<file path="config.mk">
export PLATFORM = sky130hd
export DESIGN_NAME = icache_dataram_arbiter
export DESIGN_NICKNAME = d
export VERILOG_FILES = /design/src/rtl/icache_dataram_arbiter.sv
export SDC_FILE = /design/constraint.sdc
export NUM_CORES = 1
export LEC_CHECK = 0
export CELL_PAD_IN_SITES_DETAIL_PLACEMENT = 0
export CELL_PAD_IN_SITES_GLOBAL_PLACEMENT = 1
export CORE_AREA = 4 4 412 414
export CTS_BUF_LIST = sky130_fd_sc_hd__clkbuf_4 sky130_fd_sc_hd__clkbuf_8 sky130_fd_sc_hd__clkbuf_16
export CTS_CLUSTER_DIAMETER = 100
export DETAILED_ROUTE_END_ITERATION = 8
export DIE_AREA = 0 0 416 418
export GPL_ROUTABILITY_DRIVEN = 0
export PLACE_DENSITY = 0.43
export SYNTH_ARGS = -nofsm -noshare
export SYNTH_HDL_FRONTEND = slang
export SYNTH_SLANG_ARGS = --single-unit
</file>
<file path="constraint.sdc">
create_clock -name clk -period 12.5 [get_ports clk]
set_input_delay 1.875 -clock clk [delete_from_list [all_inputs] [get_ports clk]]
set_output_delay 1.875 -clock clk [all_outputs]
set_load 0.1 [all_outputs]
</file>
<file path="src/rtl/icache_dataram_arbiter.sv">
// ---------------------------------------------------------------------------
// icache_dataram_arbiter
//
// Purpose
//   Shares the single-port I-cache data array between hit reads (from the
//   MSHR file) and linefill writes (from downstream rxdat). One access is
//   granted per cycle and drives the RAM port combinationally. Read data
//   comes back one cycle after the read enable and is queued in a small
//   in-order response FIFO that the upstream txdat path drains with a
//   valid/ready handshake. Writes have priority. Reads are only accepted
//   while a FIFO slot is guaranteed (read credit), so the FIFO never
//   overflows.
//
// Configuration macro
//   ICACHE_DATARAM_STARVE_GUARD_EN
//     defined   : a starvation counter forces a read through after
//                 STARVE_LIMIT consecutive lost arbitrations.
//     undefined : strict write priority; reads win only when no write is
//                 pending.
//
// Ports
//   clk, rst_n                    clock, asynchronous active-low reset
//   rd_req_vld/rdy                hit-read handshake
//   rd_req_way/index/txnid        read target and upstream transaction id
//   wr_req_vld/rdy                linefill-write handshake
//   wr_req_way/index/data         write target and line data
//   ram_en, ram_we                RAM enable, 1 = write
//   ram_way, ram_index, ram_wdata RAM address and write data (zero when idle)
//   ram_rdata                     RAM read data, valid the cycle after a read
//   rsp_vld/rdy                   read-response handshake
//   rsp_txnid, rsp_data           response FIFO head (zero when empty)
// ---------------------------------------------------------------------------
module icache_dataram_arbiter #(
  parameter int WAY_NUM      = 2,
  parameter int INDEX_WIDTH  = 8,
  parameter int TXNID_WIDTH  = 8,
  parameter int DATA_WIDTH   = 256,
  parameter int RSP_DEPTH    = 2,
  parameter int STARVE_LIMIT = 4,
  localparam int WW = (WAY_NUM > 1) ? $clog2(WAY_NUM) : 1
) (
  input  logic                   clk,
  input  logic                   rst_n,
  // hit-read request
  input  logic                   rd_req_vld,
  output logic                   rd_req_rdy,
  input  logic [WW-1:0]          rd_req_way,
  input  logic [INDEX_WIDTH-1:0] rd_req_index,
  input  logic [TXNID_WIDTH-1:0] rd_req_txnid,
  // linefill-write request
  input  logic                   wr_req_vld,
  output logic                   wr_req_rdy,
  input  logic [WW-1:0]          wr_req_way,
  input  logic [INDEX_WIDTH-1:0] wr_req_index,
  input  logic [DATA_WIDTH-1:0]  wr_req_data,
  // data RAM port
  output logic                   ram_en,
  output logic                   ram_we,
  output logic [WW-1:0]          ram_way,
  output logic [INDEX_WIDTH-1:0] ram_index,
  output logic [DATA_WIDTH-1:0]  ram_wdata,
  input  logic [DATA_WIDTH-1:0]  ram_rdata,
  // read response
  output logic                   rsp_vld,
  input  logic                   rsp_rdy,
  output logic [TXNID_WIDTH-1:0] rsp_txnid,
  output logic [DATA_WIDTH-1:0]  rsp_data
);

  localparam int CNT_W = $clog2(RSP_DEPTH + 1);
  localparam int OCC_W = CNT_W + 1;
  localparam int PTR_W = $clog2(RSP_DEPTH);

  typedef struct packed {
    logic [TXNID_WIDTH-1:0] txnid;
    logic [DATA_WIDTH-1:0]  data;
  } rsp_t;

  // -------------------------------------------------------------------------
  // State
  // -------------------------------------------------------------------------
  rsp_t                   fifo_mem [RSP_DEPTH];
  logic [PTR_W-1:0]       wr_ptr;
  logic [PTR_W-1:0]       rd_ptr;
  logic [CNT_W-1:0]       fifo_cnt;
  logic                   rd_inflight;
  logic [TXNID_WIDTH-1:0] inflight_txnid;

  // -------------------------------------------------------------------------
  // Handshake / arbitration signals
  // -------------------------------------------------------------------------
  logic             push;
  logic             pop;
  logic [OCC_W-1:0] occ;
  logic             rd_cred;
  logic             forced_rd;
  logic             rd_gnt;
  logic             wr_gnt;
  rsp_t             head;

  assign rsp_vld = (fifo_cnt != '0);
  assign pop     = rsp_vld & rsp_rdy;
  assign push    = rd_inflight;

  // Slots that will be occupied after this cycle if no new read is granted.
  // Counting the pop here lets a draining consumer reopen credit in the same
  // cycle, at the cost of a combinational rsp_rdy -> rd_req_rdy path.
  assign occ     = OCC_W'(fifo_cnt) + OCC_W'(rd_inflight) - OCC_W'(pop);
  assign rd_cred = (occ < OCC_W'(RSP_DEPTH));

`ifdef ICACHE_DATARAM_STARVE_GUARD_EN
  localparam int SC_W = $clog2(STARVE_LIMIT + 1);

  logic [SC_W-1:0] starve_cnt;
  logic            rd_blocked;

  // A read that could have gone but lost to a write.
  assign rd_blocked = rd_req_vld & rd_cred & wr_gnt;
  assign forced_rd  = (starve_cnt == SC_W'(STARVE_LIMIT)) & rd_req_vld & rd_cred;

  always_ff @(posedge clk or negedge rst_n) begin
    if (!rst_n) begin
      starve_cnt <= '0;
    end else if (rd_gnt) begin
      starve_cnt <= '0;
    end else if (rd_blocked && (starve_cnt != SC_W'(STARVE_LIMIT))) begin
      starve_cnt <= starve_cnt + 1'b1;
    end
  end
`else
  assign forced_rd = 1'b0;
`endif

  // Both readies are held low while reset is asserted so no request is
  // accepted (and the RAM is not touched) during reset.
  assign wr_req_rdy = rst_n & ~forced_rd;
  assign rd_req_rdy = rst_n & rd_cred & (~wr_req_vld | forced_rd);

  assign wr_gnt = wr_req_vld & wr_req_rdy;
  assign rd_gnt = rd_req_vld & rd_req_rdy;

  // -------------------------------------------------------------------------
  // RAM port: driven by the winner in the grant cycle, all zero when idle.
  // -------------------------------------------------------------------------
  // NOTE: every output of a combinational block gets a default before any
  // branch; a path that leaves one unassigned infers a latch.
  always_comb begin
    ram_en    = 1'b0;
    ram_we    = 1'b0;
    ram_way   = '0;
    ram_index = '0;
    ram_wdata = '0;
    if (wr_gnt) begin
      ram_en    = 1'b1;
      ram_we    = 1'b1;
      ram_way   = wr_req_way;
      ram_index = wr_req_index;
      ram_wdata = wr_req_data;
    end else if (rd_gnt) begin
      ram_en    = 1'b1;
      ram_way   = rd_req_way;
      ram_index = rd_req_index;
    end
  end

  // -------------------------------------------------------------------------
  // In-flight read tracking: the RAM returns data one cycle after the grant,
  // and that is the cycle the response is pushed.
  // -------------------------------------------------------------------------
  // NOTE: sequential state uses non-blocking assignments so every register
  // samples the pre-edge values regardless of block ordering.
  always_ff @(posedge clk or negedge rst_n) begin
    if (!rst_n) begin
      rd_inflight    <= 1'b0;
      inflight_txnid <= '0;
    end else begin
      rd_inflight <= rd_gnt;
      if (rd_gnt) begin
        inflight_txnid <= rd_req_txnid;
      end
    end
  end

  // -------------------------------------------------------------------------
  // Response FIFO
  // -------------------------------------------------------------------------
  function automatic logic [PTR_W-1:0] ptr_inc(input logic [PTR_W-1:0] p);
    return (p == PTR_W'(RSP_DEPTH - 1)) ? '0 : p + 1'b1;
  endfunction

  // NOTE: the storage array has no reset; an entry is only observed after it
  // has been written, and rsp_* are masked to zero while the FIFO is empty.
  always_ff @(posedge clk) begin
    if (push) begin
      fifo_mem[wr_ptr] <= '{txnid: inflight_txnid, data: ram_rdata};
    end
  end

  always_ff @(posedge clk or negedge rst_n) begin
    if (!rst_n) begin
      wr_ptr   <= '0;
      rd_ptr   <= '0;
      fifo_cnt <= '0;
    end else begin
      if (push) begin
        wr_ptr <= ptr_inc(wr_ptr);
      end
      if (pop) begin
        rd_ptr <= ptr_inc(rd_ptr);
      end
      // Simultaneous push and pop leaves the count unchanged.
      case ({push, pop})
        2'b10:   fifo_cnt <= fifo_cnt + 1'b1;
        2'b01:   fifo_cnt <= fifo_cnt - 1'b1;
        default: fifo_cnt <= fifo_cnt;
      endcase
    end
  end

  assign head      = fifo_mem[rd_ptr];
  assign rsp_txnid = rsp_vld ? head.txnid : '0;
  assign rsp_data  = rsp_vld ? head.data  : '0;

endmodule

</file>
Yosys cells after proc, flatten, opt, wreduce, memory -nomap -nowiden. Memory sizes are Yosys's and may differ from the RTL's. Cells that the tools add are included.

Add/sub/neg operators: 6. $lt $le $gt $ge: 1. Eq/ne operators: 2. Mux-type cells: 15. Bitwise logic cells: 6. Reduce and logical (&&, ||, !) cells: 2.

Operators by type and width (count): $mux W256 (2); $mux W8 (3); $mux W1 (9); $and A1 B1 Y1 (5); $pmux W2 S2 (1); $reduce_bool A2 Y1 (2); $add A2 B1 Y3 (1); $lt A3 B2 Y1 const B (1); $sub A3 B1 Y3 (1); $add A1 B1 Y1 const B (2); $add A2 B1 Y2 const B (1); $eq A2 B1 Y1 const B (1); $eq A2 B2 Y1 const B (1); $sub A2 B1 Y2 const B (1); $not A1 Y1 (1).

Register bits after elaboration: 13. RAM bits: 528. Input port bits: 543. Memories kept: 1.

Memory list: fifo_mem (words 2, width 264, read ports 1, clocked after Yosys merged registers in 0, wr ports 1, RTL line 82) `rsp_t fifo_mem [RSP_DEPTH];`.

Logic depth before layout (Yosys ltp).
Depth after elaboration: 9. Gate-level depth with buffers: 9.

Least setup slack after synthesis. Ideal clock, no wire load.

Kind: register -> register. Start point: register rd_inflight (netlist: push). End point: memory fifo_mem[0][0] (netlist bit), enable pin. Library setup time: 925 ps. Arrival time: 12190 ps. Required time: 11575 ps. Setup slack: -616 ps. Cell stages (with the launch flop): 3. Period minus slack after synthesis: 13116 ps. Cells stage by stage: dfrtp_1 clkbuf_1 nor2b_1.

Cells in the longest elaborated chain, start to end: 2.

Ends and longest elaborated chain: start, declared (RTL line 86) `logic rd_inflight;`; start signal, assigned (RTL line 177) `rd_inflight <= rd_gnt;`; $mux W1 (RTL line 194) `if (push) begin`; $mux W1 (not written as such) (RTL line 195) `fifo_mem[wr_ptr] <= '{txnid: inflight_txnid, data: ram_rdata};`; end, declared (RTL line 82).

Every way passes these cells.

Worst setup path in the final report.
Start point: input rsp_rdy. End point: output ram_en.

Cells in the longest elaborated chain, start to end: 8.

Ends and longest elaborated chain: start, declared (RTL line 65) `input logic rsp_rdy,`; $and A1 B1 Y1 (RTL line 102) `assign pop = rsp_vld & rsp_rdy;`; $sub A3 B1 Y3 (RTL line 108) `assign occ = OCC_W'(fifo_cnt) + OCC_W'(rd_inflight) - OCC_W'(pop);`; $lt A3 B2 Y1 (RTL line 109) `assign rd_cred = (occ < OCC_W'(RSP_DEPTH));`; $and A1 B1 Y1 (2 in a row) (RTL line 137) `assign rd_req_rdy = rst_n & rd_cred & (~wr_req_vld | forced_rd);`; $and A1 B1 Y1 (RTL line 140) `assign rd_gnt = rd_req_vld & rd_req_rdy;`; $mux W1 (RTL line 159) `end else if (rd_gnt) begin`; $mux W1 (RTL line 153) `if (wr_gnt) begin`; end, declared (RTL line 57) `output logic ram_en,`.

Every way passes these cells.

==> implementation parameters <==
Parameter                              Value

Critical path
  Crit path max fanout ... 10
  Reg2Reg Depth ... 4
  Arr. time, crit path ... 5.69 ns
  Crit path capture type ... primary output
  Startpoint of the worst register-to-register path ... push$_DFF_PN0_
  Worst setup path class ... input pin to primary output
  Type of origin of the critical path ... input pin
  Setup slack of the most critical reg-to-reg path ... 8.40 ns
  End of the worst register-to-register path ... fifo_mem[0][31]$_DFFE_PP_
  Req. time, crit path ... 10.62 ns

Synth
  List of most frequent post-synthesis cells ... edfxtp_1 (528), nor2_1 (267), mux2i_1 (265)
  Proportion of netlist area held by the largest area contributor ... 0.7121
  Netlist Area Pre-Place ... 0.02227 mm^2
  Post-Syn Nets ... 2032
  Yosys Warn Count ... 0
  Average footprint of a synthesized cell ... 14.96 um^2
  Gate Count Post-Synth ... 1488
  Synth unique cells ... 24
  Most frequent cell after synthesis ... edfxtp_1
  Number of flops mapped to enable cells by yosys ... 528
  Sequential element share of the synthesized area ... 0.7267
  Top FF cell, synth ... edfxtp_1
  Fraction of synthesis flops using an asynchronous set or reset pin ... 0.02403
  Number of synthesized register bits ... 541
  Most area-consuming cells after synthesis ... edfxtp_1 (71%), mux2i_1 (12%), and3_1 (7.2%)
  Post-synth top area cell ... edfxtp_1

Global routing
  Overall global routing resource usage ... 0.1312
  GRT Residual Overflow ... 0
  Initial antenna violation count ... 79
  Maximum number of pins on one net before global-route repair ... 143
  Via count of the first global-routing pass ... 17.68k
  Wire length of the first global-routing pass ... 156500 um

Place
  Post-placement cell count ... 4673
  Worst-case setup slack after placement ... 4.822 ns
  DP Wirelength ... 93580 um
  I/O Buffers ... 1076

Clock tree
  Maximum buffer depth of the clock tree ... 3
  CTS tree ... built
  Buffers inserted by post-CTS timing repair ... 0
  Sink Count ... 541
  Clk Tree Root Cell ... clkbuf_16
  CTS buffer count ... 70
  CTS Hold Bufs ... 0
  Post-CTS clock slew at the launch and capture registers of the worst setup and hold paths ... 0.05 ns
  Level count of the clock H-tree ... 3
  Latest clock arrival within the worst-skew pair ... 0.63 ns
  Post-CTS Resized ... 0

Routing
  Per-cell via count in the routed design ... 3.521
  Wirelength, routed ... 119900 um
  Pre-antenna DRT Iters ... 4
  Number of DRC markers after the initial detailed-route iteration ... 808
  Routed len/inst ... 24.88 um
  Count of vias placed by the detailed router ... 16.97k
  Final routed DRC violation total ... 0
  Antenna Nets Post-Route ... 0

Timing
  Number of failing hold endpoints at the final stage ... 0
  Min Clock Period, post-route ... 7.568 ns
  Part of the cycle the worst path needs ... 0.6055
  Setup repair after global routing missed its margin ... no
  Final setup margin ... 4.932 ns
  Max frequency ... 132.1 MHz
  Normalized max-slew margin ... 0.1541
  Total Negative Setup Slacks ... 0 ns
  Total of endpoints with negative setup slack in the final report ... 0
  Slew Viols, Final ... 0
  Actual slew at the worst max-slew pin ... 1.265 ns
  Worst clock skew ... 0.02763 ns

Die
  Chip height ... 418 um
  Io pins ... 1077
  Area of the placeable core ... 0.1663 mm^2
  Count of standard-cell rows ... 150
  Initial cell density of the core ... 0.1339
  Full die area ... 0.1739 mm^2
  Die boundary width ... 416 um

Hold path
  Worst Hold Path Cells ... 0
  End point of the most critical hold path ... fifo_mem[0][257]$_DFFE_PP_
  HP Class ... register to register
  Min-delay src ... inflight_txnid[1]$_DFFE_PN0N_

Outcome
  Run status ... finished, final reports clean

Power and ir drop
  Reported leakage power ... 13.78 nW
  Highest ir drop seen on vdd ... 0.09892 mV
  Power per Cell Area ... 179.2 mW/mm^2

Layout
  Layout area overhead ... 70.41%
  Final cell count without fillers ... 4819
  Post-layout net count ... 3085
  Share of layout cells above drive strength 1 ... 0.06045

Run
  Max-cap viol count ... 0
-- per-layer routing --
layer / routed length, um / up-vias / track usage
met5: 399 / - / 0
met4: 3022 / 60 / 0.03983
met3: 8777 / 212 / 0.04684
met2: 68360 / 633 / 0.2618
met1: 39330 / 8396 / 0.1233
li1: - / 7665 / -
-- how the worst max path moves through the flow --
stage                   start                       end  slack, ns  depth (start not counted)
2_1_floorplan  push$_DFF_PN0_  fifo_mem[0][0]$_DFFE_PP_       4.51                          2
3_3_place_gp          rsp_rdy                    ram_en       4.80                          9
3_5_place_dp          rsp_rdy                    ram_en       4.82                          9
4_1_cts               rsp_rdy                    ram_en       4.83                          9
5_1_grt               rsp_rdy                    ram_en       4.74                          9
6_report              rsp_rdy                    ram_en       4.93                          9
-- state kept, by name, summed over array words and instances (netlist names) --
name / count
wr_ptr: 1
inflight_txnid: 8
rd_ptr: 1
fifo_cnt: 2
push: 1
fifo_mem: 528
-- where the power goes --
group / leakage (nW) / total [mW] / internal [mW] / switching [mW]
Combinational: 7.66 / 2.58 / 0.729 / 1.85
Clock: 1.18 / 2.04 / 1.24 / 0.803
Sequential: 4.94 / 2.17 / 2.12 / 0.0485
-- cell families after synthesis --
group                      after synthesis  share of synthesized area
AOI/OAI and AO/OA                       11                   0.003990
xor gates and xnor gates                 5                   0.001967
adders and majority gates                1                  0.0008991
buffers and inverters                  121                    0.02242
DFF                                    541                     0.7267
muxes                                  273                     0.1232
and+or+nand+nor                        536                     0.1209
-- placed cells by master, fill, tap and decap left out, types with 3 or more instances in the layout --
master and n:
clkdlybuf4s50_1 1073, edfxtp_1 528, nor2_1 266, mux2i_1 265, and3_1 256, clkbuf_16 72
buf_4 23, diode_2 18, clkbuf_4 18, clkinv_1 13, dfrtp_1 12, a22o_1 9
clkinv_2 9, mux2_2 8, bufinv_16 6, nand2_1 4, xor2_1 3, clkinv_8 3
buf_12 3
-- area by class of cell --
cell class,instances,area [um^2]
inverters,1,3.754
multi-input cells,826,5604
well taps,2204,2758
repair buffers,1101,11000
clock buffers,92,1964
diodes,18,45.04
fillers,17843,128300
flip-flops and latches,541,16180
clock inverters,36,389.1
-- worst max-delay path, cell delays in order --
cell and delay (ns):
clkdlybuf4s50_1 0.56, xor2_1 0.16, nand2_1 0.09, fa_1 0.41, xor2_1 0.21, nor4b_4 0.69, buf_4 0.36, or2_2 0.15
clkdlybuf4s50_1 1.17
-- through the flow --
step	hold slack, ns	cell area [um^2]	util	power (mW)
5_1_grt	0.4832	37940	0.2281	7.073
3_3_place_gp	0.4488	35550	0.2138	4.843
2_1_floorplan	0.4382	22270	-	4.053
4_1_cts	0.4673	37900	0.2279	6.937
6_report	0.4624	37940	0.2282	6.798
3_5_place_dp	0.4553	35550	0.2138	4.841
Note: power is estimated with default switching activity, not from simulation.
